$ cat config.mk
export PLATFORM = sky130hd
export DESIGN_NAME = sync_filter
export DESIGN_NICKNAME = d
export VERILOG_FILES = /design/src/rtl/sync_filter.sv
export SDC_FILE = /design/constraint.sdc
export NUM_CORES = 1
export LEC_CHECK = 0
export ABC_AREA = 1
export CAP_MARGIN = 20
export CORE_ASPECT_RATIO = 0.75
export CORE_UTILIZATION = 50
export CTS_BUF_LIST = sky130_fd_sc_hd__clkbuf_16
export CTS_CLUSTER_DIAMETER = 60
export DETAILED_ROUTE_END_ITERATION = 7
export GPL_TIMING_DRIVEN = 0
export PLACE_DENSITY = 0.84
export SYNTH_ARGS = -nofsm -noshare
export SYNTH_HDL_FRONTEND = slang
export SYNTH_SLANG_ARGS = --single-unit
$ cat constraint.sdc
create_clock -name clk -period 3.1 [get_ports clk]
set_input_delay 0.62 -clock clk [delete_from_list [all_inputs] [get_ports clk]]
set_output_delay 0.62 -clock clk [all_outputs]
set_load 0.02 [all_outputs]
$ cat src/rtl/sync_filter.sv
// sync_filter: multi-channel synchroniser plus consecutive-cycle glitch filter.
// Emits clean levels, rise/fall pulses and a saturating rejected-glitch count.
module sync_filter #(
    parameter int                NUM_CH        = 3,
    parameter int                SYNC_STAGES   = 3,
    parameter int                FILTER_CYCLES = 4,
    parameter logic [NUM_CH-1:0] RESET_VAL     = '0,
    parameter int                GLITCH_W      = 8
) (
    input  logic                clk,
    input  logic                reset,
    input  logic [NUM_CH-1:0]   async_in,
    input  logic                glitch_clr,
    output logic [NUM_CH-1:0]   sync_out,
    output logic [NUM_CH-1:0]   rise,
    output logic [NUM_CH-1:0]   fall,
    output logic [GLITCH_W-1:0] glitch_cnt
);

    localparam int CW = $clog2(FILTER_CYCLES + 1);
    localparam int SW = GLITCH_W + $clog2(NUM_CH + 1);
    localparam logic [CW-1:0] CNT_LAST = CW'(FILTER_CYCLES - 1);
    localparam logic [SW-1:0] SAT = SW'({GLITCH_W{1'b1}});

    // Pad capture flop plus SYNC_STAGES resolution flops; raw is the tail.
    logic [NUM_CH-1:0] chain [SYNC_STAGES+1];
    logic [NUM_CH-1:0] raw;
    logic [CW-1:0]     cnt_q [NUM_CH];
    logic [CW-1:0]     cnt_d [NUM_CH];
    logic [NUM_CH-1:0] out_d;
    logic [NUM_CH-1:0] rise_d;
    logic [NUM_CH-1:0] fall_d;
    logic [NUM_CH-1:0] reject;
    logic [SW-1:0]     sum;
    logic [GLITCH_W-1:0] glitch_d;

    assign raw = chain[SYNC_STAGES];

    always_comb begin
        out_d  = sync_out;
        rise_d = '0;
        fall_d = '0;
        reject = '0;
        for (int i = 0; i < NUM_CH; i++) begin
            cnt_d[i] = '0;
            if (raw[i] == sync_out[i]) begin
                reject[i] = (cnt_q[i] != '0);
            end else if (cnt_q[i] == CNT_LAST) begin
                out_d[i]  = raw[i];
                rise_d[i] = raw[i];
                fall_d[i] = ~raw[i];
            end else begin
                cnt_d[i] = cnt_q[i] + CW'(1);
            end
        end
    end

    always_comb begin
        sum = SW'(glitch_cnt);
        for (int i = 0; i < NUM_CH; i++) begin
            sum = sum + SW'(reject[i]);
        end
        glitch_d = (sum > SAT) ? '1 : sum[GLITCH_W-1:0];
    end

    always_ff @(posedge clk) begin
        if (reset) begin
            for (int s = 0; s <= SYNC_STAGES; s++) begin
                chain[s] <= RESET_VAL;
            end
            for (int i = 0; i < NUM_CH; i++) begin
                cnt_q[i] <= '0;
            end
            sync_out   <= RESET_VAL;
            rise       <= '0;
            fall       <= '0;
            glitch_cnt <= '0;
        end else begin
            chain[0] <= async_in;
            for (int s = 1; s <= SYNC_STAGES; s++) begin
                chain[s] <= chain[s-1];
            end
            for (int i = 0; i < NUM_CH; i++) begin
                cnt_q[i] <= cnt_d[i];
            end
            sync_out   <= out_d;
            rise       <= rise_d;
            fall       <= fall_d;
            glitch_cnt <= glitch_clr ? '0 : glitch_d;
        end
    end

endmodule

==> summary.txt, run 1 <==
Power
  – Pleak: just over 0.8 nW
  – PwrDens: between 400 and 500 nW/um^2
  – Peak supply drop: approximately 0.30 mV
  – Total chip power: around 1 mW

Floorplan
  – # rows: 17
  – Total die area: between 3000 and 4000 sq um
  – Die H: between 50 and 60 um
  – Chip width: 67.02 um
  – Initial Utilization: between 50% and 60%
  – IO Count: 23
  – Core Area: between 2000 and 3000 sq um

Worst setup path
  – Most Frequent Cell on Critical Path: inv_1
  – Setup CP Type: flip-flop to flip-flop
  – Worst EP arrival: 2780 ps
  – Cell count along the critical path: 13
  – Crit path launch type: flip-flop
  – Slowest stage delay, CP: roughly 450 ps
  – Slowest cell on the critical path: fa_1
  – Cells on worst reg2reg path: 13
  – Crit-path cells: xor2_2 > inv_1 > nand2_1 > fa_1 > inv_1 > ha_1 > inv_1 > fa_1 > inv_1 > nand2_1 > o21bai_1 > nand2_1 > a21oi_2
  – Reg-to-reg slack, setup: 540 ps
  – Worst flop-to-flop path endpoint: glitch_cnt[4]
  – Delay-heaviest family, CP: adder cells
  – Critical Path RT: 3310 ps
  – R2r startpoint: chain[0][9]
  – Worst Setup SP: chain[0][9]
  – Worst-path fanout max: 4
  – CP endpoint kind: flip-flop
  – Crit path to: glitch_cnt[4]
  – Bufs and invs on worst path: 4

Global route
  – Gr ovfl total: 0
  – Largest net degree at the start of global routing: 11
  – First-pass GRT wire length: about 4700 um
  – Total track usage: approximately a fifth
  – Initial antenna violation count: 0
  – Vias in the first global route: approximately 1.2k

Clock network
  – Root buf cell: clkbuf_16
  – Hold buffer count at CTS: 0
  – CTS Buf Count: 5
  – Post-CTS Setup Inserts: 0
  – Clock Latency Late Sink: roughly 270 ps
  – CTS tree: yes
  – H-tree Lvls: 2
  – Clk slew on worst S/H paths: about 50 ps
  – Max clock buf depth: 2
  – Clock sinks: 38
  – Cts repair resizes: 0

Routing
  – Initial DRC count: between 40 and 50
  – Via count: 1,167
  – Vias/cell: 4.631
  – DR pass1 iterations: 4
  – Antenna viol nets, final: 0
  – WL/cell: 10.41 um
  – Final WL: roughly 2600 um
  – DRC: 0

Timing
  – Clock Skews: between 3 and 4 ps
  – RSZ-0062 raised after global routing: false
  – Fin crit period: 2563 ps
  – Slew at the pin closest to its max-slew limit: about 250 ps
  – Setup_tns: 0 ps
  – Final setup fails: 0
  – Max Clock Freq: 0.3902 GHz
  – Max-slew violation count: 0
  – Final Cycle Share: about 83%
  – Relative slew slack: between 80% and 90%
  – Final hold vios: 0

Yosys
  – Post-synthesis cell type count: 25
  – Sequential cell area fraction in the yosys report: 47.99%
  – Mapped cell area: roughly 1600 sq um
  – Synth warnings: 0
  – Seq cells post-synth: 38
  – Syn_nets: around 210
  – Synth Area per Inst: between 8 and 9 sq um
  – Cells after Synth: 187

Layout
  – Commonest non-fill, non-tap cell in the layout: inv_1
  – Share of cells above drive strength 1: approximately 11%
  – Diode count: 0
  – Area grow syn2layout: 24.39%
  – Final #Nets: 234
  – Most frequent cells in the layout: 42 x inv_1, 38 x dfxtp_1, 29 x nor2_1, 24 x nand2_1, 21 x clkdlybuf4s50_1

Place
  – GP Congestion: approximately 0.81
  – Hpwl dp: roughly 2000 um
  – IO Port Bufs: 21

Worst hold path
  – Hold Path Depth: 2
  – Worst hold path type: flip-flop to flip-flop

Outcome
  – Outcome: completed

Flow run
  – Max cap viols: 0
-- metal layers --
layer	part of all wire, %	global-route usage (%)	wire length (um)
met4	2.8	12.06	74
met2	48	31.67	1249
met5	0	0	0
met1	46	22.84	1202
met3	3.7	5.455	97
-- Yosys cell counts (all sizes together) --
master	n	share of area, %
fa	2	2.5
a31oi	1	0.39
inv	44	10
o21bai	1	0.47
dfxtp	38	48
nor2	33	9.1
o21ai	4	1.3
a21oi	7	2.4
nor4	1	0.39
xor2	2	2.1
ha	11	8.7
nand2	27	6.9
nor3	2	0.63
buf	2	1.0
xnor2	1	0.55
nand3	11	5.2
-- power breakdown --
part / internal [mW] / switching (mW)
Clock: 0.285 / 0.168
Sequential: 0.495 / 0.00222
Combinational: 0.0112 / 0.0139
-- logic make-up after synthesis --
kind of cell             share of synthesized area (%)
adder cells (fa/ha/maj)                          11.21
XOR/XNOR                                         2.605
AO/OA/AOI/OAI                                    4.578
AND/OR/NAND/NOR                                  22.18
flip-flops                                       47.99
buffers and inverters                            11.44
-- worst min-delay path, delay by kind of cell (launching register included) --
kind          cells  cell delay [ps]
flops             1              290
simple gates      1               30
buf+inv           1               40
-- worst min-delay path by stage --
stage | from | endpoint
floorplan | chain[0][7] | chain[0][10]
global placement | chain[0][5] | chain[0][8]
detailed placement | chain[0][6] | chain[0][9]
CTS | chain[0][6] | chain[0][9]
global route | chain[0][8] | chain[0][11]
finish | chain[0][6] | chain[0][9]
-- area by class of cell --
cell class / count / area, sq um
tap: 38 / 47.55
inverter: 44 / 165.2
clock inverter: 1 / 3.754
buffer: 2 / 16.27
fill: 252 / 1006
multi-input combinational: 103 / 643.1
timing repair buffer: 21 / 210.2
clock buffer: 5 / 125.1
sequential: 38 / 760.7
-- stage by stage --
step / util, % / cell area (sq um) / hold slack [ps] / std cells / setup WS (ps)
5_1_grt: 66.22 / 1972 / 424.4 / 252 / 323.1
3_3_place_gp: 61.89 / 1843 / 388.8 / 246 / 592.1
6_report: 66.22 / 1972 / 399.5 / 252 / 537.5
4_1_cts: 66.22 / 1972 / 399.4 / 252 / 524.9
2_1_floorplan: - / 1585 / 388.3 / 187 / 650.6
3_5_place_dp: 61.89 / 1843 / 392.0 / 246 / 537.5
-- state kept, by name (all words and copies together), names as in the netlist --
name and flops:
chain 12, fall 3, glitch_cnt 8, rise 3
cnt_q 9, sync_out 3
(Power assumes the default switching activity.)
==> run 2: changes to the inputs <==
==> constraint.sdc (replaced) <==
create_clock -name clk -period 2.7 [get_ports clk]
set_input_delay 0.54 -clock clk [delete_from_list [all_inputs] [get_ports clk]]
set_output_delay 0.54 -clock clk [all_outputs]
set_load 0.02 [all_outputs]
==> run 2 against run 1 <==
  * Sequential share of layout area barely moved
  * Sequential power increased by 15%
  * Maximum frequency grew 3.0%
  * Clock power grew 15%
  * Highest routed layer unchanged
  * First-iteration DRC count up 10%
  * Via count rose by 1.4%
  * Setup slack worse by 320 ps
  * Sequential cell count did not move
  * Clock skew shrank 0.81 ps
  * Largest power group unchanged
==> summary.txt, run 2 (synthesis results as in run 1) <==
Timing
  – Final hold vios: 0
  – Final setup fails: 0
  – Final Cycle Share: just over 90%
  – Max Clock Freq: 0.4021 GHz
  – Setup_tns: 0 ps
  – Fin crit period: around 2500 ps
  – Clock Skews: 2.325 ps
  – RSZ-0062 raised after global routing: false
  – Max-slew violation count: 0
  – Relative slew slack: 83.23%
  – Slew at the pin closest to its max-slew limit: around 250 ps

Clock network
  – Max clock buf depth: 2
  – Clk slew on worst S/H paths: ~50 ps
  – Clock sinks: 38
  – H-tree Lvls: 2
  – Root buf cell: clkbuf_16
  – Clock Latency Late Sink: roughly 270 ps
  – CTS tree: yes
  – CTS Buf Count: 5
  – Hold buffer count at CTS: 0

Layout
  – Area grow syn2layout: 24.55%
  – # fillers: about 250
  – Largest regs: chain x12, cnt_q x9, glitch_cnt x8
  – Diode count: 0
  – Most frequent cells in the layout: 42 x inv_1, 38 x dfxtp_1, 29 x nor2_1, 24 x nand2_1, 21 x clkdlybuf4s50_1
  – Multi-input logic area: roughly 650 sq um
  – Final #Nets: ~230
  – Largest register by flop count: chain
  – Commonest non-fill, non-tap cell in the layout: inv_1
  – Reg area: 760.7 sq um
  – Share of cells above drive strength 1: 11.21%
  – Largest register FFs: 12

Global route
  – Initial antenna violation count: 0
  – First-pass GRT wire length: between 4000 and 5000 um
  – Vias in the first global route: around 1.2k
  – Largest net degree at the start of global routing: 11
  – Gr ovfl total: 0
  – Total track usage: between 15 and 20%

Worst setup path
  – Bufs and invs on worst path: 4
  – Slowest cell on the critical path: fa_1
  – Critical Path RT: 2910 ps
  – CP endpoint kind: flip-flop
  – Worst-path fanout max: 4
  – Crit path launch type: flip-flop
  – Crit-path cells: xor2_2 > inv_1 > nand2_1 > fa_1 > inv_1 > ha_1 > inv_1 > fa_2 > inv_1 > nand2_1 > o21bai_1 > nand2_1 > a21oi_2
  – Most Frequent Cell on Critical Path: inv_1
  – Reg-to-reg slack, setup: 210 ps
  – Setup CP Type: flip-flop to flip-flop
  – Worst EP arrival: 2700 ps
  – Delay-heaviest family, CP: adder cells
  – Slowest stage delay, CP: ~410 ps

Routing
  – Vias/cell: roughly 4.7
  – DR pass1 iterations: 4
  – Via count: approximately 1.2k
  – DRC: 0
  – Final WL: roughly 2600 um
  – Initial DRC count: 53
  – WL/cell: about 10 um
  – Antenna viol nets, final: 0

Floorplan
  – Total die area: roughly 3400 sq um
  – # rows: 17
  – Initial Utilization: 53.24%
  – Core Area: 2978 sq um
  – Die H: 50.77 um
  – Chip width: 67.02 um
  – IO Count: 23

Outcome
  – Outcome: completed

Place
  – Hpwl dp: 1968 um
  – IO Port Bufs: 21
  – GP Congestion: 0.8076

Power
  – Total chip power: around 1.1 mW
  – Pleak: about 0.81 nW
  – Peak supply drop: around 0.34 mV
  – PwrDens: 567.8 nW/um^2

Worst hold path
  – Worst hold path type: flip-flop to flip-flop

Flow run
  – Max cap viols: 0
run 2: cell counts in the layout (fill, tap and decap cells not counted):
No cell type changed its count.
run 2: power breakdown:
group          switching [mW]  total, mW  leakage [nW]  internal, mW
Sequential            0.00257      0.571         0.308         0.568
Combinational          0.0160     0.0288         0.439        0.0128
Clock                   0.194      0.521        0.0632         0.327
Total                   0.212       1.12         0.810         0.909
run 2: layout make-up:
class | instances | share of cell area (%)
Clock buffer | 5 | 6.337
Buffer | 2 | 0.8238
Tap cell | 38 | 2.408
Multi-Input combinational cell | 103 | 32.70
Inverter | 44 | 8.365
Sequential cell | 38 | 38.53
Clock inverter | 1 | 0.1901
Timing Repair Buffer | 21 | 10.65
run 2: worst paths after layout:
path | cells past startpoint | to | start
max | 13 | glitch_cnt[4] | chain[0][9]
min reg2reg | 2 | chain[0][9] | chain[0][6]
min | 2 | chain[0][9] | chain[0][6]
max reg2reg | 13 | glitch_cnt[4] | chain[0][9]
run 2: metrics by stage:
stage | setup WS (ps) | hold slack [ps] | utilization (%) | cells | instance area [sq um]
floorplan | 250.6 | 388.3 | - | 187 | 1585
global placement | 192.1 | 388.8 | 61.89 | 246 | 1843
detailed placement | 137.5 | 392.0 | 61.89 | 246 | 1843
CTS | 124.9 | 399.4 | 66.22 | 252 | 1972
global route | 19.65 | 424.4 | 66.30 | 252 | 1974
finish | 212.8 | 398.5 | 66.30 | 252 | 1974
run 2: metal layers:
metal / part of all wire (%) / wire length, um / global-route usage, %
met1: 45 / 1181 / 22.84
met5: 0 / 0 / 0
met4: 2.9 / 75 / 12.06
met3: 4.4 / 116 / 5.455
met2: 48 / 1252 / 31.67
run 2: timing repair:
action / in CTS / in global routing
buffers inserted: 0 / 0
resized for setup: 0 / 1
setup endpoints to repair: 0 / 8
run 2: worst reg2reg max path, cell delays in order, from the launching register on:
cell	delay, ps
dfxtp_1	400
xor2_2	240
inv_1	70
nand2_1	80
fa_1	410
inv_1	70
ha_1	190
inv_1	70
fa_2	380
inv_1	70
nand2_1	110
o21bai_1	150
nand2_1	80
a21oi_2	110
==> run 3: changes to the inputs <==
--- a/config.mk
+++ b/config.mk
@@ -13,6 +13,7 @@
 export CTS_CLUSTER_DIAMETER = 60
 export DETAILED_ROUTE_END_ITERATION = 7
 export GPL_TIMING_DRIVEN = 0
+export HOLD_SLACK_MARGIN = 0.12
 export PLACE_DENSITY = 0.84
 export SYNTH_ARGS = -nofsm -noshare
 export SYNTH_HDL_FRONTEND = slang
==> results of run 3 <==
No change in the layout: final DEF, timing and power equal those of run 2.
